===== src/rtl/bpi_flash_responder_pkg.sv =====
// Shared constants and types for the BPI NOR flash responder: command bytes,
// status-register bit positions, read modes and controller states.
package bpi_flash_responder_pkg;

    // Command bytes, decoded from the low byte of a committed bus write
    localparam logic [7:0] CMD_READ_ARRAY    = 8'hFF;
    localparam logic [7:0] CMD_READ_STATUS   = 8'h70;
    localparam logic [7:0] CMD_READ_ID       = 8'h90;
    localparam logic [7:0] CMD_CLEAR_STATUS  = 8'h50;
    localparam logic [7:0] CMD_PROGRAM       = 8'h40;
    localparam logic [7:0] CMD_PROGRAM_ALT   = 8'h10;
    localparam logic [7:0] CMD_ERASE_SETUP   = 8'h20;
    localparam logic [7:0] CMD_ERASE_CONFIRM = 8'hD0;

    // Status register bit positions
    localparam int SR_READY     = 7;
    localparam int SR_ERASE_ERR = 5;
    localparam int SR_PROG_ERR  = 4;

    typedef enum logic [1:0] {
        MODE_ARRAY  = 2'd0,
        MODE_STATUS = 2'd1,
        MODE_ID     = 2'd2
    } mode_t;

    typedef enum logic [2:0] {
        ST_READY       = 3'd0,
        ST_PROG_SETUP  = 3'd1,
        ST_PROG_READ   = 3'd2,
        ST_PROG_WRITE  = 3'd3,
        ST_PROG_WAIT   = 3'd4,
        ST_ERASE_SETUP = 3'd5,
        ST_ERASE       = 3'd6
    } state_t;

endpackage


===== src/rtl/bpi_flash_responder_sync_ff.sv =====
// Multi-stage synchronizer bringing the asynchronous BPI pins into clk.
module sync_ff #(
    parameter int               WIDTH     = 1,
    parameter int               STAGES    = 2,
    parameter logic [WIDTH-1:0] RESET_VAL = '0
) (
    input  logic             clk,
    input  logic             rst,
    input  logic [WIDTH-1:0] d,
    output logic [WIDTH-1:0] q
);

    logic [WIDTH-1:0] stage [STAGES];

    // Shift the pin values through the flop chain
    always_ff @(posedge clk) begin
        if (rst) begin
            // NOTE: this array is a short flop chain, not a RAM, so resetting
            // every entry is cheap and keeps the strobes inactive out of reset.
            for (int i = 0; i < STAGES; i++) stage[i] <= RESET_VAL;
        end else begin
            // NOTE: non-blocking assignments make every stage take the value
            // its predecessor held before the edge; blocking ones would
            // collapse the chain into a single flop.
            stage[0] <= d;
            for (int i = 1; i < STAGES; i++) stage[i] <= stage[i-1];
        end
    end

    assign q = stage[STAGES-1];

endmodule


===== src/rtl/bpi_flash_responder.sv =====
// BPI NOR flash device model answering the asynchronous CE#/OE#/WE# bus with
// a P30 command subset, backed by an external single-port RAM.
module bpi_flash_responder
    import bpi_flash_responder_pkg::*;
#(
    parameter int          C_MEM_WIDTH      = 16,
    parameter int          C_ADDR_WIDTH     = 26,
    parameter int          C_BLOCK_WORDS    = 65536,
    parameter int          C_PROGRAM_CYCLES = 16,
    parameter int          C_SYNC_STAGES    = 2,
    parameter logic [15:0] C_MANUF_ID       = 16'h0089,
    parameter logic [15:0] C_DEVICE_ID      = 16'h8960
) (
    input  logic                    clk,
    input  logic                    rst,
    input  logic [C_ADDR_WIDTH-1:0] bpi_a,
    input  logic [C_MEM_WIDTH-1:0]  bpi_dq_i,
    output logic [C_MEM_WIDTH-1:0]  bpi_dq_o,
    output logic                    bpi_dq_t,
    input  logic                    bpi_adv,
    input  logic                    bpi_ce_n,
    input  logic                    bpi_oe_n,
    input  logic                    bpi_we_n,
    output logic [C_ADDR_WIDTH-1:0] mem_addr,
    output logic [C_MEM_WIDTH-1:0]  mem_wdata,
    output logic                    mem_we,
    input  logic [C_MEM_WIDTH-1:0]  mem_rdata,
    output logic                    busy
);

    localparam int OFS_W = $clog2(C_BLOCK_WORDS);
    localparam int BLK_W = C_ADDR_WIDTH - OFS_W;
    localparam int CNT_W = $clog2(C_PROGRAM_CYCLES + 1);

    // Synchronized pins
    logic [2:0]                           strobe_s;
    logic [C_ADDR_WIDTH+C_MEM_WIDTH-1:0]  bus_s;
    logic [C_ADDR_WIDTH-1:0]              a_s;
    logic [C_MEM_WIDTH-1:0]               dq_s;
    logic                                 ce_s, oe_s, we_s;

    // Bus write capture and commit detection
    logic                    we_prev;
    logic                    commit;
    logic [C_ADDR_WIDTH-1:0] cap_addr;
    logic [C_MEM_WIDTH-1:0]  cap_data;

    // Controller state
    state_t                  state;
    mode_t                   mode;
    logic                    sr_ready, sr_erase_err, sr_prog_err;
    logic [7:0]              sr;
    logic [C_ADDR_WIDTH-1:0] prog_addr;
    logic [C_MEM_WIDTH-1:0]  prog_data;
    logic [CNT_W-1:0]        wait_cnt;
    logic [BLK_W-1:0]        erase_blk;
    logic [OFS_W-1:0]        erase_cnt;
    logic [C_MEM_WIDTH-1:0]  read_word;
    logic                    unused;

    // Only asynchronous mode is modelled, so ADV# has no effect
    assign unused = bpi_adv;

    sync_ff #(
        .WIDTH     (3),
        .STAGES    (C_SYNC_STAGES),
        .RESET_VAL (3'b111)
    ) u_sync_strobe (
        .clk (clk),
        .rst (rst),
        .d   ({bpi_ce_n, bpi_oe_n, bpi_we_n}),
        .q   (strobe_s)
    );

    sync_ff #(
        .WIDTH     (C_ADDR_WIDTH + C_MEM_WIDTH),
        .STAGES    (C_SYNC_STAGES),
        .RESET_VAL ('0)
    ) u_sync_bus (
        .clk (clk),
        .rst (rst),
        .d   ({bpi_a, bpi_dq_i}),
        .q   (bus_s)
    );

    assign {ce_s, oe_s, we_s} = strobe_s;
    assign {a_s, dq_s}        = bus_s;
    assign commit             = !ce_s && we_s && !we_prev;
    assign busy               = !sr_ready;

    // Latch address and data while the host holds CE# and WE# low
    always_ff @(posedge clk) begin
        if (rst) begin
            cap_addr <= '0;
            cap_data <= '0;
        end else if (!ce_s && !we_s) begin
            cap_addr <= a_s;
            cap_data <= dq_s;
        end
    end

    // Command interpreter, program sequencer and block-erase sequencer
    always_ff @(posedge clk) begin
        if (rst) begin
            state        <= ST_READY;
            mode         <= MODE_ARRAY;
            sr_ready     <= 1'b1;
            sr_erase_err <= 1'b0;
            sr_prog_err  <= 1'b0;
            we_prev      <= 1'b1;
            prog_addr    <= '0;
            prog_data    <= '0;
            wait_cnt     <= '0;
            erase_blk    <= '0;
            erase_cnt    <= '0;
        end else begin
            we_prev <= we_s;
            case (state)
                ST_READY: begin
                    if (commit) begin
                        case (cap_data[7:0])
                            CMD_READ_ARRAY:   mode <= MODE_ARRAY;
                            CMD_READ_STATUS:  mode <= MODE_STATUS;
                            CMD_READ_ID:      mode <= MODE_ID;
                            CMD_CLEAR_STATUS: begin
                                sr_erase_err <= 1'b0;
                                sr_prog_err  <= 1'b0;
                            end
                            CMD_PROGRAM, CMD_PROGRAM_ALT: state <= ST_PROG_SETUP;
                            CMD_ERASE_SETUP:  state <= ST_ERASE_SETUP;
                            default: ;
                        endcase
                    end
                end
                ST_PROG_SETUP: begin
                    if (commit) begin
                        prog_addr <= cap_addr;
                        prog_data <= cap_data;
                        mode      <= MODE_STATUS;
                        sr_ready  <= 1'b0;
                        state     <= ST_PROG_READ;
                    end
                end
                ST_PROG_READ: state <= ST_PROG_WRITE;
                ST_PROG_WRITE: begin
                    // Flash can only clear bits; a 0->1 request is an error
                    if ((mem_rdata & prog_data) != prog_data) sr_prog_err <= 1'b1;
                    wait_cnt <= '0;
                    state    <= ST_PROG_WAIT;
                end
                ST_PROG_WAIT: begin
                    if (wait_cnt == CNT_W'(C_PROGRAM_CYCLES - 1)) begin
                        sr_ready <= 1'b1;
                        state    <= ST_READY;
                    end else begin
                        wait_cnt <= wait_cnt + 1'b1;
                    end
                end
                ST_ERASE_SETUP: begin
                    if (commit) begin
                        mode <= MODE_STATUS;
                        if (cap_data[7:0] == CMD_ERASE_CONFIRM) begin
                            erase_blk <= cap_addr[C_ADDR_WIDTH-1:OFS_W];
                            erase_cnt <= '0;
                            sr_ready  <= 1'b0;
                            state     <= ST_ERASE;
                        end else begin
                            sr_erase_err <= 1'b1;
                            sr_prog_err  <= 1'b1;
                            state        <= ST_READY;
                        end
                    end
                end
                ST_ERASE: begin
                    // The offset counter is block-sized, so it wraps instead
                    // of carrying into the block index
                    erase_cnt <= erase_cnt + 1'b1;
                    if (erase_cnt == '1) begin
                        sr_ready <= 1'b1;
                        state    <= ST_READY;
                    end
                end
                default: state <= ST_READY;
            endcase
        end
    end

    // Assemble the status register from its live bits
    always_comb begin
        sr               = '0;
        sr[SR_READY]     = sr_ready;
        sr[SR_ERASE_ERR] = sr_erase_err;
        sr[SR_PROG_ERR]  = sr_prog_err;
    end

    // RAM port: the sequencers own it while programming or erasing
    always_comb begin
        // NOTE: every output gets a default before the case, so no path
        // leaves one unassigned and no latch is inferred.
        mem_addr  = a_s;
        mem_we    = 1'b0;
        mem_wdata = '0;
        case (state)
            ST_PROG_READ:  mem_addr = prog_addr;
            ST_PROG_WRITE: begin
                mem_addr  = prog_addr;
                mem_we    = 1'b1;
                mem_wdata = mem_rdata & prog_data;
            end
            ST_ERASE: begin
                mem_addr  = {erase_blk, erase_cnt};
                mem_we    = 1'b1;
                mem_wdata = '1;
            end
            default: ;
        endcase
    end

    // Select the word the host sees; status wins while an operation runs
    always_comb begin
        read_word = mem_rdata;
        if (!sr_ready || mode == MODE_STATUS) begin
            read_word = C_MEM_WIDTH'(sr);
        end else if (mode == MODE_ID) begin
            if (a_s[OFS_W-1:0] == OFS_W'(0))      read_word = C_MEM_WIDTH'(C_MANUF_ID);
            else if (a_s[OFS_W-1:0] == OFS_W'(1)) read_word = C_MEM_WIDTH'(C_DEVICE_ID);
            else                                  read_word = '0;
        end
    end

    // Registered data and output-enable toward the pins
    always_ff @(posedge clk) begin
        if (rst) begin
            bpi_dq_t <= 1'b1;
            bpi_dq_o <= '0;
        end else begin
            bpi_dq_t <= !(!ce_s && !oe_s && we_s);
            bpi_dq_o <= read_word;
        end
    end

endmodule


===== config.mk =====
export PLATFORM = sky130hd
export DESIGN_NAME = bpi_flash_responder
export DESIGN_NICKNAME = d
export VERILOG_FILES = /design/src/rtl/bpi_flash_responder_pkg.sv /design/src/rtl/bpi_flash_responder_sync_ff.sv /design/src/rtl/bpi_flash_responder.sv
export SDC_FILE = /design/constraint.sdc
export NUM_CORES = 1
export LEC_CHECK = 0
export CAP_MARGIN = 20
export CELL_PAD_IN_SITES_DETAIL_PLACEMENT = 2
export CELL_PAD_IN_SITES_GLOBAL_PLACEMENT = 2
export CORE_UTILIZATION = 32
export DETAILED_ROUTE_END_ITERATION = 7
export MAX_ROUTING_LAYER = met4
export PLACE_DENSITY = 0.82
export SYNTH_ARGS = -nofsm -noshare
export SYNTH_HDL_FRONTEND = slang
export SYNTH_SLANG_ARGS = --single-unit

===== constraint.sdc =====
create_clock -name clk -period 2.56 [get_ports clk]
set_input_delay 0.64 -clock clk [delete_from_list [all_inputs] [get_ports clk]]
set_output_delay 0.64 -clock clk [all_outputs]
set_load 0.03 [all_outputs]

==> results.py <==
metrics = {
    "sta": {
        "worst_slew_pin_slew_ps": 675.5,
        "skew_ps": 7.816,
        "slew_headroom_pct": 54.97,
        "setup_violations": 2,
        "setup_ws_ps": -22.52,
        "rsz0062_at_grt": "yes",
        "period_needed_ps": 2583,
        "setup_tns_ps": -23.51,
        "slew_violations": 0,
        "final-hold-violation-count": 0,
        "fin_crit_sh_pct": 100.9,
        "fmax_ghz": 0.3872,
    },
    "pwr": {
        "cellLeakagePower_nw": 4.124,
        "worst_ir_drop_vdd_mv": 0.3652,
        "powerDensity_nw_per_um2": 688.2,
        "finalPower_w": 0.007872,
    },
    "place": {
        "dp.cells": 1472,
        "routabilityCongestion": 0.7932,
        "hpwl_um": 18650,
        "dpl-instance-area_um2": 10410,
        "port_buffers": 123,
    },
    "global_route": {
        "grt_start_max_net_pins": 166,
        "use_met3_pct": 2.923,
        "antenna_found_initial": 0,
        "globalRoute.busiestLayer": "met2",
        "grt_pass1_vias": 8426,
        "use_met2_pct": 35.26,
        "grt_overflow": 0,
        "grt_pass1_wl_um": 46240,
        "grt_usage_pct": 21.29,
        "grt_use_met1_pct": 27.02,
    },
    "route": {
        "vias": 7774,
        "dr.pass1.iters": 5,
        "viasPerCell": 5.114,
        "ant_nets": 0,
        "wl_um": 28790,
        "drtIter0Drc": 388,
        "route.detailed.drc": 0,
        "wl_per_cell_um": 18.94,
    },
    "clock_tree": {
        "cts_hold_buf": 0,
        "path_clk_slew_ps": 60,
        "clock_latency_ps": 540,
        "cts_buffer_depth": 3,
        "cts.sinks": 231,
        "numCtsBuffers": 26,
        "cts_root_buf": "clkbuf_16",
        "cts_tree": "done",
        "cts-htree-levels": 1,
    },
    "cells_and_area": {
        "seqCellArea_um2": 4631,
        "drive_above_1_share_pct": 14.16,
        "final_common_cell": "nand2_1",
        "post-route-util_pct": 42.68,
        "n_antenna_cell": 0,
        "post_layout_nonfiller_instances": 1520,
        "final_nets": 1229,
        "design_area_um2": 11440,
        "fill_cells": 2914,
        "final_cell_mix": "nand2_1 (236), dfxtp_1 (228), a21oi_1 (129)",
        "area_delta_synth_final_pct": 31.33,
        "multi_input_area_um2": 3784,
    },
    "worst_setup_path": {
        "required_ps": 1920,
        "end_kind": "primary output",
        "worst-path-max-fanout": 14,
        "critical_path.startpoint_type": "register",
        "crit_type": "register to primary output",
        "crit_arrival_ps": 1940,
    },
    "die": {
        "rows": 60,
        "die_h_um": 167.0,
        "dieArea_um2": 27880,
        "boundaryPins": 125,
        "initial_utilization_pct": 32.50,
        "core_um2": 26800,
        "die_w_um": 167.0,
    },
    "synth": {
        "synth-seq-cells": 231,
        "synth_cell_types": 46,
        "synth_top_cell_area_share_pct": 53.10,
        "synthCells": 1040,
        "syn_nets": 1107,
        "synth_edf_count": 0,
        "avgSynthCellArea_um2": 8.375,
        "synth_warnings": 0,
        "synthTopCellsByArea": "dfxtp_1 (53%), nand2_1 (10%), a21oi_1 (8.1%)",
        "syn_area_um2": 8710,
        "synth_ff_type": "dfxtp_1",
        "async_flop_share_pct": 0,
        "yosys.area.top_type": "dfxtp_1",
        "ys_seq_area_share_pct": 53.10,
    },
    "status": {
        "status": "finished, violations left",
        "violations": "setup timing",
    },
    "flow_run": {
        "maxCapViolations": 0,
    },
    "min_path": {
        "hp-class": "input port to register",
    },
}
-- layout make-up --
class	instances	area share [%]
Sequential cell	231	40.48
Tap cell	341	3.730
Inverter	25	0.8423
Multi-Input combinational cell	713	33.08
Timing Repair Buffer	165	14.35
Clock inverter	8	0.9407
Clock buffer	37	6.574
-- cell families after synthesis --
logic type	after synthesis	synth area share, %
adder cells (fa/ha/maj)	3	0.4310
XOR/XNOR	14	1.408
AO/OA/AOI/OAI	248	16.32
buffers and inverters	96	4.238
AND/OR/NAND/NOR	448	24.51
flip-flops	231	53.10
-- power by group --
part	internal (W)	total (W)	switching [W]
combinational	0.000204	0.000407	0.000203
clock	0.00224	0.00375	0.00151
sequential	0.00368	0.00372	0.0000403
-- critical path, stage by stage, from the launching register on --
cell	delay (ps)
dfxtp_2	350
buf_12	160
nand2b_2	140
buf_6	190
o22ai_1	110
a21oi_1	230
buf_4	210
-- state kept, by name, indices dropped and copies added, names as in the netlist, 3 cells and up --
signal,flops
u_sync_bus.stage,84
cap_addr,26
prog_addr,26
bpi_dq_o,16
cap_data,16
erase_cnt,16
prog_data,16
erase_blk,10
u_sync_strobe.stage,6
wait_cnt,5
state,3
-- layer usage --
metal,wire (µm),vias to the layer above
met2,14010,131
li1,-,3740
met4,750,0
met3,937,56
met5,0,-
met1,13090,3847
-- Yosys cell counts (all sizes together) (3+ instances only) --
| cell | n |
|---|---|
| or4b | 3 |
| ha | 3 |
| nand2b | 4 |
| a211oi | 5 |
| or3 | 4 |
| a2111oi | 10 |
| nand3 | 27 |
| a31oi | 4 |
| nor4 | 3 |
| or2 | 9 |
| buf | 7 |
| or4 | 4 |
| nand2 | 237 |
| nor3 | 6 |
| and2 | 5 |
| nor2 | 31 |
| nand4 | 6 |
| xnor2 | 14 |
| dfxtp | 231 |
| a21o | 5 |
| nor2b | 96 |
| and3 | 4 |
| o21ai | 38 |
| a21oi | 141 |
| o22ai | 35 |
| inv | 25 |
| clkbuf | 64 |
| a311oi | 4 |
-- metrics by stage --
step                hold WS, ps  setup WS (ps)
floorplan                 389.5          116.1
global placement          395.4          56.05
detailed placement        397.7         -16.88
CTS                       302.0         -27.31
global route              311.3         -44.13
finish                    320.5         -22.52
-- worst paths after layout --
kind / to / slack (ps) / start / cells after the start
worst max register to register: erase_cnt[11] / 120 / cap_data[0] / 6
worst min-delay path: state[2] / 320 / rst / 2
worst min register to register: u_sync_strobe.stage[0][3] / 410 / u_sync_strobe.stage[0][0] / 1
worst max-delay path: mem_addr[16] / -20 / state[1] / 6
-- timing repair --
| action | CTS | global route |
|---|---|---|
| pin swaps | 1 | 6 |
| gates cloned | 2 | 1 |
| gates resized for setup | 17 | 14 |
| setup buffers | 0 | 0 |
| setup endpoints to repair | 38 | 35 |
Power figures use the tool's default switching activity.
